### src/rtl/cb_chan_param_ccff_pkg.sv
// Shared helpers and controller state type for the parametrised X-channel connection block.
// Optional feature macro used by this slice: CB_CHAN_READBACK_EN.
package cb_chan_pkg;

  typedef enum logic [0:0] {
    IDLE = 1'b0,
    LOAD = 1'b1
  } cb_state_e;

  function automatic int unsigned clog2(input int unsigned n);
    int unsigned r;
    r = 0;
    while ((64'd1 << r) < 64'(n)) r++;
    return r;
  endfunction

  // One extra code beyond the last mux input is reserved for "disconnected".
  function automatic int unsigned sel_width(input int unsigned mux_size);
    return clog2(mux_size + 1);
  endfunction

  function automatic int unsigned disc_sel(input int unsigned sel_w);
    return (32'd1 << sel_w) - 32'd1;
  endfunction

endpackage

### src/rtl/cb_chan_param_ccff_if.sv
// Configuration chain and channel/pin bus of cb_chan_param_ccff.
// rb_load exists only when CB_CHAN_READBACK_EN is defined.
interface cb_chan_param_ccff_if #(
  parameter int unsigned CHAN_W   = 9,
  parameter int unsigned NUM_IPIN = 11
);
  logic                ccff_head;
  logic                ccff_en;
  logic                ccff_commit;
  logic                ccff_tail;
  logic                cfg_done;
  logic                cfg_err;
  logic [CHAN_W-1:0]   chanx_left_in;
  logic [CHAN_W-1:0]   chanx_right_in;
  logic [CHAN_W-1:0]   chanx_left_out;
  logic [CHAN_W-1:0]   chanx_right_out;
  logic [NUM_IPIN-1:0] ipin_out;
`ifdef CB_CHAN_READBACK_EN
  logic                rb_load;
`endif

  modport master (
    output ccff_head, ccff_en, ccff_commit, chanx_left_in, chanx_right_in,
    input  ccff_tail, cfg_done, cfg_err, chanx_left_out, chanx_right_out, ipin_out
`ifdef CB_CHAN_READBACK_EN
    , output rb_load
`endif
  );

  modport slave (
    input  ccff_head, ccff_en, ccff_commit, chanx_left_in, chanx_right_in,
    output ccff_tail, cfg_done, cfg_err, chanx_left_out, chanx_right_out, ipin_out
`ifdef CB_CHAN_READBACK_EN
    , input rb_load
`endif
  );

endinterface

### src/rtl/cb_chan_param_ccff_ipin_mux.sv
// Binary-select pin mux; any select code at or above MUX_SIZE drives 0.
module cb_ipin_mux #(
  parameter int unsigned MUX_SIZE = 6,
  parameter int unsigned SEL_W    = 3
) (
  input  logic [MUX_SIZE-1:0] in,
  input  logic [SEL_W-1:0]    sel,
  output logic                out
);

  always_comb begin
    out = 1'b0;
    for (int unsigned k = 0; k < MUX_SIZE; k++) begin
      if (sel == SEL_W'(k)) out = in[k];
    end
  end

endmodule

### src/rtl/cb_chan_param_ccff.sv
// Parametrised X-channel connection block with double-buffered, shift-count-checked config.
// Define CB_CHAN_READBACK_EN to add rb_load (active config copied back into the shift chain).
module cb_chan_param_ccff
  import cb_chan_pkg::*;
#(
  parameter int unsigned CHAN_W       = 9,
  parameter int unsigned NUM_IPIN     = 11,
  parameter int unsigned MUX_SIZE     = 6,
  parameter int unsigned TRACK_STRIDE = 4
) (
  input logic                  prog_clk,
  input logic                  pReset,
  cb_chan_param_ccff_if.slave  bus
);

  localparam int unsigned SEL_W = sel_width(MUX_SIZE);
  localparam int unsigned TOTAL = NUM_IPIN * SEL_W;
  localparam int unsigned CNT_W = clog2(TOTAL + 2);

  localparam logic [SEL_W-1:0] DISC      = SEL_W'(disc_sel(SEL_W));
  localparam logic [CNT_W-1:0] CNT_TOTAL = CNT_W'(TOTAL);
  localparam logic [CNT_W-1:0] CNT_MAX   = CNT_W'(TOTAL + 1);

  logic [TOTAL-1:0]    shadow;
  logic [TOTAL-1:0]    active;
  logic [CNT_W-1:0]    cnt;
  logic                cfg_done;
  logic                cfg_err;
  cb_state_e           state;
  logic [NUM_IPIN-1:0] ipin;

  assign bus.chanx_right_out = bus.chanx_left_in;
  assign bus.chanx_left_out  = bus.chanx_right_in;
  assign bus.ccff_tail       = shadow[TOTAL-1];
  assign bus.cfg_done        = cfg_done;
  assign bus.cfg_err         = cfg_err;
  assign bus.ipin_out        = ipin;

  // Shifting and readback touch only the shadow; active changes solely on a clean commit.
  always_ff @(posedge prog_clk or negedge pReset) begin
    if (!pReset) begin
      shadow   <= '0;
      active   <= {NUM_IPIN{DISC}};
      cnt      <= '0;
      cfg_done <= 1'b0;
      cfg_err  <= 1'b0;
      state    <= IDLE;
    end else if (bus.ccff_en) begin
      shadow <= {shadow[TOTAL-2:0], bus.ccff_head};
      state  <= LOAD;
      if (state == IDLE)
        cnt <= CNT_W'(1);
      else if (cnt != CNT_MAX)
        cnt <= cnt + 1'b1;
      if (bus.ccff_commit) cfg_err <= 1'b1;
    end
`ifdef CB_CHAN_READBACK_EN
    else if (bus.rb_load) begin
      shadow <= active;
      cnt    <= '0;
      state  <= IDLE;
    end
`endif
    else if (bus.ccff_commit) begin
      if (cnt == CNT_TOTAL) begin
        active   <= shadow;
        cfg_done <= 1'b1;
      end else begin
        cfg_err  <= 1'b1;
      end
      cnt   <= '0;
      state <= IDLE;
    end
  end

  // Mux i pairs left/right track t_j = (i + j*TRACK_STRIDE) mod CHAN_W on inputs 2j/2j+1.
  for (genvar i = 0; i < NUM_IPIN; i++) begin : g_ipin
    logic [MUX_SIZE-1:0] mux_in;
    for (genvar j = 0; j < MUX_SIZE / 2; j++) begin : g_pair
      localparam int unsigned T = (i + j * TRACK_STRIDE) % CHAN_W;
      assign mux_in[2*j]   = bus.chanx_left_in[T];
      assign mux_in[2*j+1] = bus.chanx_right_in[T];
    end
    cb_ipin_mux #(
      .MUX_SIZE (MUX_SIZE),
      .SEL_W    (SEL_W)
    ) u_mux (
      .in  (mux_in),
      .sel (active[i*SEL_W +: SEL_W]),
      .out (ipin[i])
    );
  end

endmodule

### src/flat_wrapper.sv
// flat-port wrapper written by rule: the top's interface ports become plain ports
module cb_chan_param_ccff_flat import cb_chan_pkg::*;
#(
  parameter int unsigned CHAN_W       = 9,
  parameter int unsigned NUM_IPIN     = 11,
  parameter int unsigned MUX_SIZE     = 6,
  parameter int unsigned TRACK_STRIDE = 4
)
  (prog_clk, pReset, bus_ccff_head, bus_ccff_en, bus_ccff_commit, bus_chanx_left_in, bus_chanx_right_in, bus_ccff_tail, bus_cfg_done, bus_cfg_err, bus_chanx_left_out, bus_chanx_right_out, bus_ipin_out);
  cb_chan_param_ccff_if #(.CHAN_W(CHAN_W), .NUM_IPIN(NUM_IPIN)) bus_i ();
  input logic prog_clk;
  input logic pReset;
  input wire logic [$bits(bus_i.ccff_head)-1:0] bus_ccff_head;
  input wire logic [$bits(bus_i.ccff_en)-1:0] bus_ccff_en;
  input wire logic [$bits(bus_i.ccff_commit)-1:0] bus_ccff_commit;
  input wire logic [$bits(bus_i.chanx_left_in)-1:0] bus_chanx_left_in;
  input wire logic [$bits(bus_i.chanx_right_in)-1:0] bus_chanx_right_in;
  output wire logic [$bits(bus_i.ccff_tail)-1:0] bus_ccff_tail;
  output wire logic [$bits(bus_i.cfg_done)-1:0] bus_cfg_done;
  output wire logic [$bits(bus_i.cfg_err)-1:0] bus_cfg_err;
  output wire logic [$bits(bus_i.chanx_left_out)-1:0] bus_chanx_left_out;
  output wire logic [$bits(bus_i.chanx_right_out)-1:0] bus_chanx_right_out;
  output wire logic [$bits(bus_i.ipin_out)-1:0] bus_ipin_out;
  assign bus_i.ccff_head = bus_ccff_head;
  assign bus_i.ccff_en = bus_ccff_en;
  assign bus_i.ccff_commit = bus_ccff_commit;
  assign bus_i.chanx_left_in = bus_chanx_left_in;
  assign bus_i.chanx_right_in = bus_chanx_right_in;
  assign bus_ccff_tail = bus_i.ccff_tail;
  assign bus_cfg_done = bus_i.cfg_done;
  assign bus_cfg_err = bus_i.cfg_err;
  assign bus_chanx_left_out = bus_i.chanx_left_out;
  assign bus_chanx_right_out = bus_i.chanx_right_out;
  assign bus_ipin_out = bus_i.ipin_out;
  cb_chan_param_ccff #(.CHAN_W(CHAN_W), .NUM_IPIN(NUM_IPIN), .MUX_SIZE(MUX_SIZE), .TRACK_STRIDE(TRACK_STRIDE)) u_core (.prog_clk(prog_clk), .pReset(pReset), .bus(bus_i));
endmodule
### config.mk
export PLATFORM = sky130hd
export DESIGN_NAME = cb_chan_param_ccff_flat
export DESIGN_NICKNAME = d
export VERILOG_FILES = /design/src/rtl/cb_chan_param_ccff_pkg.sv /design/src/rtl/cb_chan_param_ccff_if.sv /design/src/rtl/cb_chan_param_ccff_ipin_mux.sv /design/src/rtl/cb_chan_param_ccff.sv /design/src/flat_wrapper.sv
export SDC_FILE = /design/constraint.sdc
export NUM_CORES = 1
export LEC_CHECK = 0
export BUFFER_PORTS_ARGS = -buffer_cell sky130_fd_sc_hd__buf_2
export CELL_PAD_IN_SITES_DETAIL_PLACEMENT = 1
export CELL_PAD_IN_SITES_GLOBAL_PLACEMENT = 1
export CORE_MARGIN = 3
export CORE_UTILIZATION = 47
export DETAILED_ROUTE_END_ITERATION = 16
export PLACE_DENSITY_LB_ADDON = 0.1
export SLEW_MARGIN = 20
export SYNTH_ARGS = -nofsm -noshare
export SYNTH_HDL_FRONTEND = slang
export SYNTH_SLANG_ARGS = --single-unit
### constraint.sdc
create_clock -name prog_clk -period 4.14 [get_ports prog_clk]
set_input_delay 0.414 -clock prog_clk [delete_from_list [all_inputs] [get_ports prog_clk]]
set_output_delay 0.414 -clock prog_clk [all_outputs]
set_load 0.03 [all_outputs]
==> key figures <==
Status
  – Outcome: finished, final reports clean

Die
  – Core footprint: 7888 um2
  – Die H: 96.89 um
  – FP Rows: 32
  – # IOs: 55
  – Initial Util: 49.22%
  – Die X: 96.89 um
  – Die ar.: 9387 um2

Placed design
  – Routability Congestion: 0.7538
  – Hpwl dp: 5116 um
  – Port bufs: 54

Finish
  – Layout fillers: 786
  – N_diodes: 0
  – Final layout net count: 316
  – Commonest non-fill, non-tap cell in the layout: buf_2
  – Final core occ: 53.06%
  – Area Overhead vs Synth: 7.799%
  – Most frequent cells in the layout: buf_2 (53), mux2_2 (48), dfrtp_1 (42), dfstp_2 (33), mux2_4 (29)
  – Multi-input logic area: 1642 um2
  – Share of post-route cells with drive strength above 1: 66.44%
  – Reg area: 1918 um2

CTS
  – Max Root-Sink Buffers: 2
  – CTS tree: built
  – Hold-fix buffers, CTS: 0
  – Root buffer cell: clkbuf_8
  – Clock latency on the worst-skew pair: 0.35 ns
  – Reg clk slew, reported paths: 0.09 ns
  – Post_cts resized: 0
  – H-tree Lvls: 3
  – Clock sinks: 75
  – Post-CTS Setup Inserts: 0
  – Inserted Clock Buffers: 9

Route
  – Routed wire length: 7476 um
  – DRC viols: 0
  – Final ANT Viol Nets: 0
  – Drt via density: 5.549
  – Wire per inst: 18.83 um
  – Initial drt markers: 83
  – Vias after detailed routing: 2,203
  – Pre-antenna DRT Iters: 4

Timing
  – Layout Skew: 0.01092 ns
  – Final worst path period share: 55.41%
  – Final Slew Violations: 0
  – Fmax: 435.9 MHz
  – # setup viols final: 0
  – Hold Vio Cnt, Final: 0
  – Worst-Margin Slew: 0.9352 ns
  – Worst slew margin: 37.65%
  – Setup TNS: 0 ns
  – Final min period: 2.294 ns
  – RSZ-0062 raised after global routing: no

Logic synthesis
  – Seq cells post-synth: 75
  – Largest family of logic cells by synthesized area: multiplexers
  – Synth Area in Simple Gates: 4.318%
  – Netlist cell types: 35
  – Syn_nets: 289
  – Synth Area in Compound Gates: 2.546%
  – Ys Warns: 0
  – Syn Inst Count: 263
  – Number of synthesized flops with an enable pin: 0
  – Area share of fa/ha/maj cells after synthesis: 0.9668%
  – Mapped Area: 3882 um2
  – Mux cell area share after synthesis: 34.35%
  – Main synth FF type: dfrtp_1
  – Synth Area per Inst: 14.76 um2
  – Seq/Total Area, Yosys: 49.40%
  – Xor and xnor fraction of the mapped netlist area: 0%
  – Asr flop ratio synth: 100.0%

Power
  – Switching Share: 28.19%
  – Maximum vdd drop: 0.1580 mV
  – Cell-internal power: 0.001308 W
  – P_leak: 1.785 nW
  – Switch Pwr: 0.0005135 W
  – Flop pwr share: 53.2%
  – Combinational power share: 14.6%
  – Tot Pwr: 0.001822 W
  – Clock power share: 32.2%
  – Pwr per Cell Area: 435.3 nW/um2

Worst setup path
  – Critical path arrival: 1.88 ns
  – Top Family by Delay on Critical Path: multiplexers
  – Max stage delay cell, worst path: dfstp_2
  – Critical Path Start: u_core.active[24]$_DFFE_PN1P_
  – Worst Setup EP: bus_ipin_out[8]
  – R2R Setup Slk: 1.94 ns
  – Capturing point of the worst reg2reg path: u_core.active[2]$_DFFE_PN1P_
  – Reg-to-Reg Start: u_core.cnt[3]$_DFFE_PN0P_
  – R2R cell count: 3
  – Critical path class: flip-flop to primary output
  – Levels on crit path: 3
  – Critical Path Start Type: flip-flop
  – Worst setup EP type: primary output
  – Crit path required time: 3.73 ns
  – Critical path peak fanout: 3
  – Crit-path cells: mux4_2 > mux2_2 > buf_2
  – Worst path max stage delay: 0.58 ns
  – WP buf/inv: 1

GRT
  – Initial antenna violation count: 0
  – Total GRT Usage: 17.18%
  – Number of global-route vias before repair: 2,376
  – Gr ovfl total: 0
  – Global-route wire length before repair: 12,780 um
  – Largest net degree at the start of global routing: 76

Flow run
  – # Max-Cap Violations: 0

Min path
  – Worst hold path type: input port to asynchronous set/reset pin
[worst min-delay path by stage]
stage	from	end	slack [ns]	depth (start not counted)
floorplan	pReset	u_core.bus.cfg_done$_DFFE_PN0P_	0.12	0
global placement	u_core.bus.cfg_err$_DFFE_PN0P_	u_core.bus.cfg_err$_DFFE_PN0P_	0.44	1
detailed placement	u_core.bus.cfg_err$_DFFE_PN0P_	u_core.bus.cfg_err$_DFFE_PN0P_	0.44	1
CTS	pReset	u_core.shadow[8]$_DFFE_PN0P_	0.23	1
global route	pReset	u_core.shadow[8]$_DFFE_PN0P_	0.26	1
finish	pReset	u_core.shadow[9]$_DFFE_PN0P_	0.20	1
[through the flow]
stage | area (um2) | setup WS (ns) | hold WS [ns] | std cells
floorplan | 3882 | 2.289 | 0.1184 | 263
CTS | 4183 | 1.649 | 0.2254 | 397
detailed placement | 3973 | 1.618 | 0.4426 | 381
global placement | 3973 | 1.634 | 0.4414 | 381
finish | 4185 | 1.846 | 0.1959 | 397
global route | 4185 | 1.784 | 0.2597 | 397
[cells in the mapped netlist (2+ instances only)]
master,count,share of area [%]
dfrtp_1,42,27
ha_1,3,0.97
buf_12,3,1.5
buf_2,3,0.39
mux4_2,11,6.4
a31oi_1,3,0.48
inv_1,4,0.39
a21oi_1,2,0.26
a41oi_1,2,0.45
mux2_4,29,11
nor2_1,12,1.2
a21o_1,2,0.39
nand2_1,5,0.48
mux2_2,48,14
dfstp_2,33,22
nand3_1,3,0.39
buf_4,29,5.6
mux2i_1,11,2.8
or2_2,2,0.32
[cell families after synthesis]
family,Yosys count
compound gates,14
fa+ha+maj,3
buf+inv,42
flops,75
mux,99
simple gates,30
[registers in the layout, indices dropped and copies added (netlist names)]
name and count:
u_core.cnt 6, u_core.bus.cfg_err 1, u_core.bus.cfg_done 1, u_core.shadow 33, u_core.active 33, u_core.state 1
[metal layers]
layer	vias to the layer above	wire length, um	global-route usage [%]
li1	981	-	-
met1	1140	3516	24.09
met4	0	146	7.451
met5	-	0	0
met2	71	3412	26.17
met3	11	401	3.100
[cell type report]
class                           instances  area share (%)
Multi-Input combinational cell        146           39.22
Tap cell                              102           3.049
Inverter                                4          0.3587
Clock inverter                          6           1.734
Timing Repair Buffer                   54           6.517
Clock buffer                           10           3.288
Sequential cell                        75           45.83
[power groups by stage]
| stage | registers, W | clock network (W) | logic (W) |
|---|---|---|---|
| 5_1_grt | 0.000993 | 0.000638 | 0.000297 |
| 4_1_cts | 0.000971 | 0.000612 | 0.000271 |
| 2_1_floorplan | 0.000945 | 0 | 0.000216 |
| 3_3_place_gp | 0.000979 | 0 | 0.000260 |
| 3_5_place_dp | 0.000986 | 0 | 0.000267 |
| 6_report | 0.000968 | 0.000587 | 0.000266 |
(Power assumes the default switching activity.)
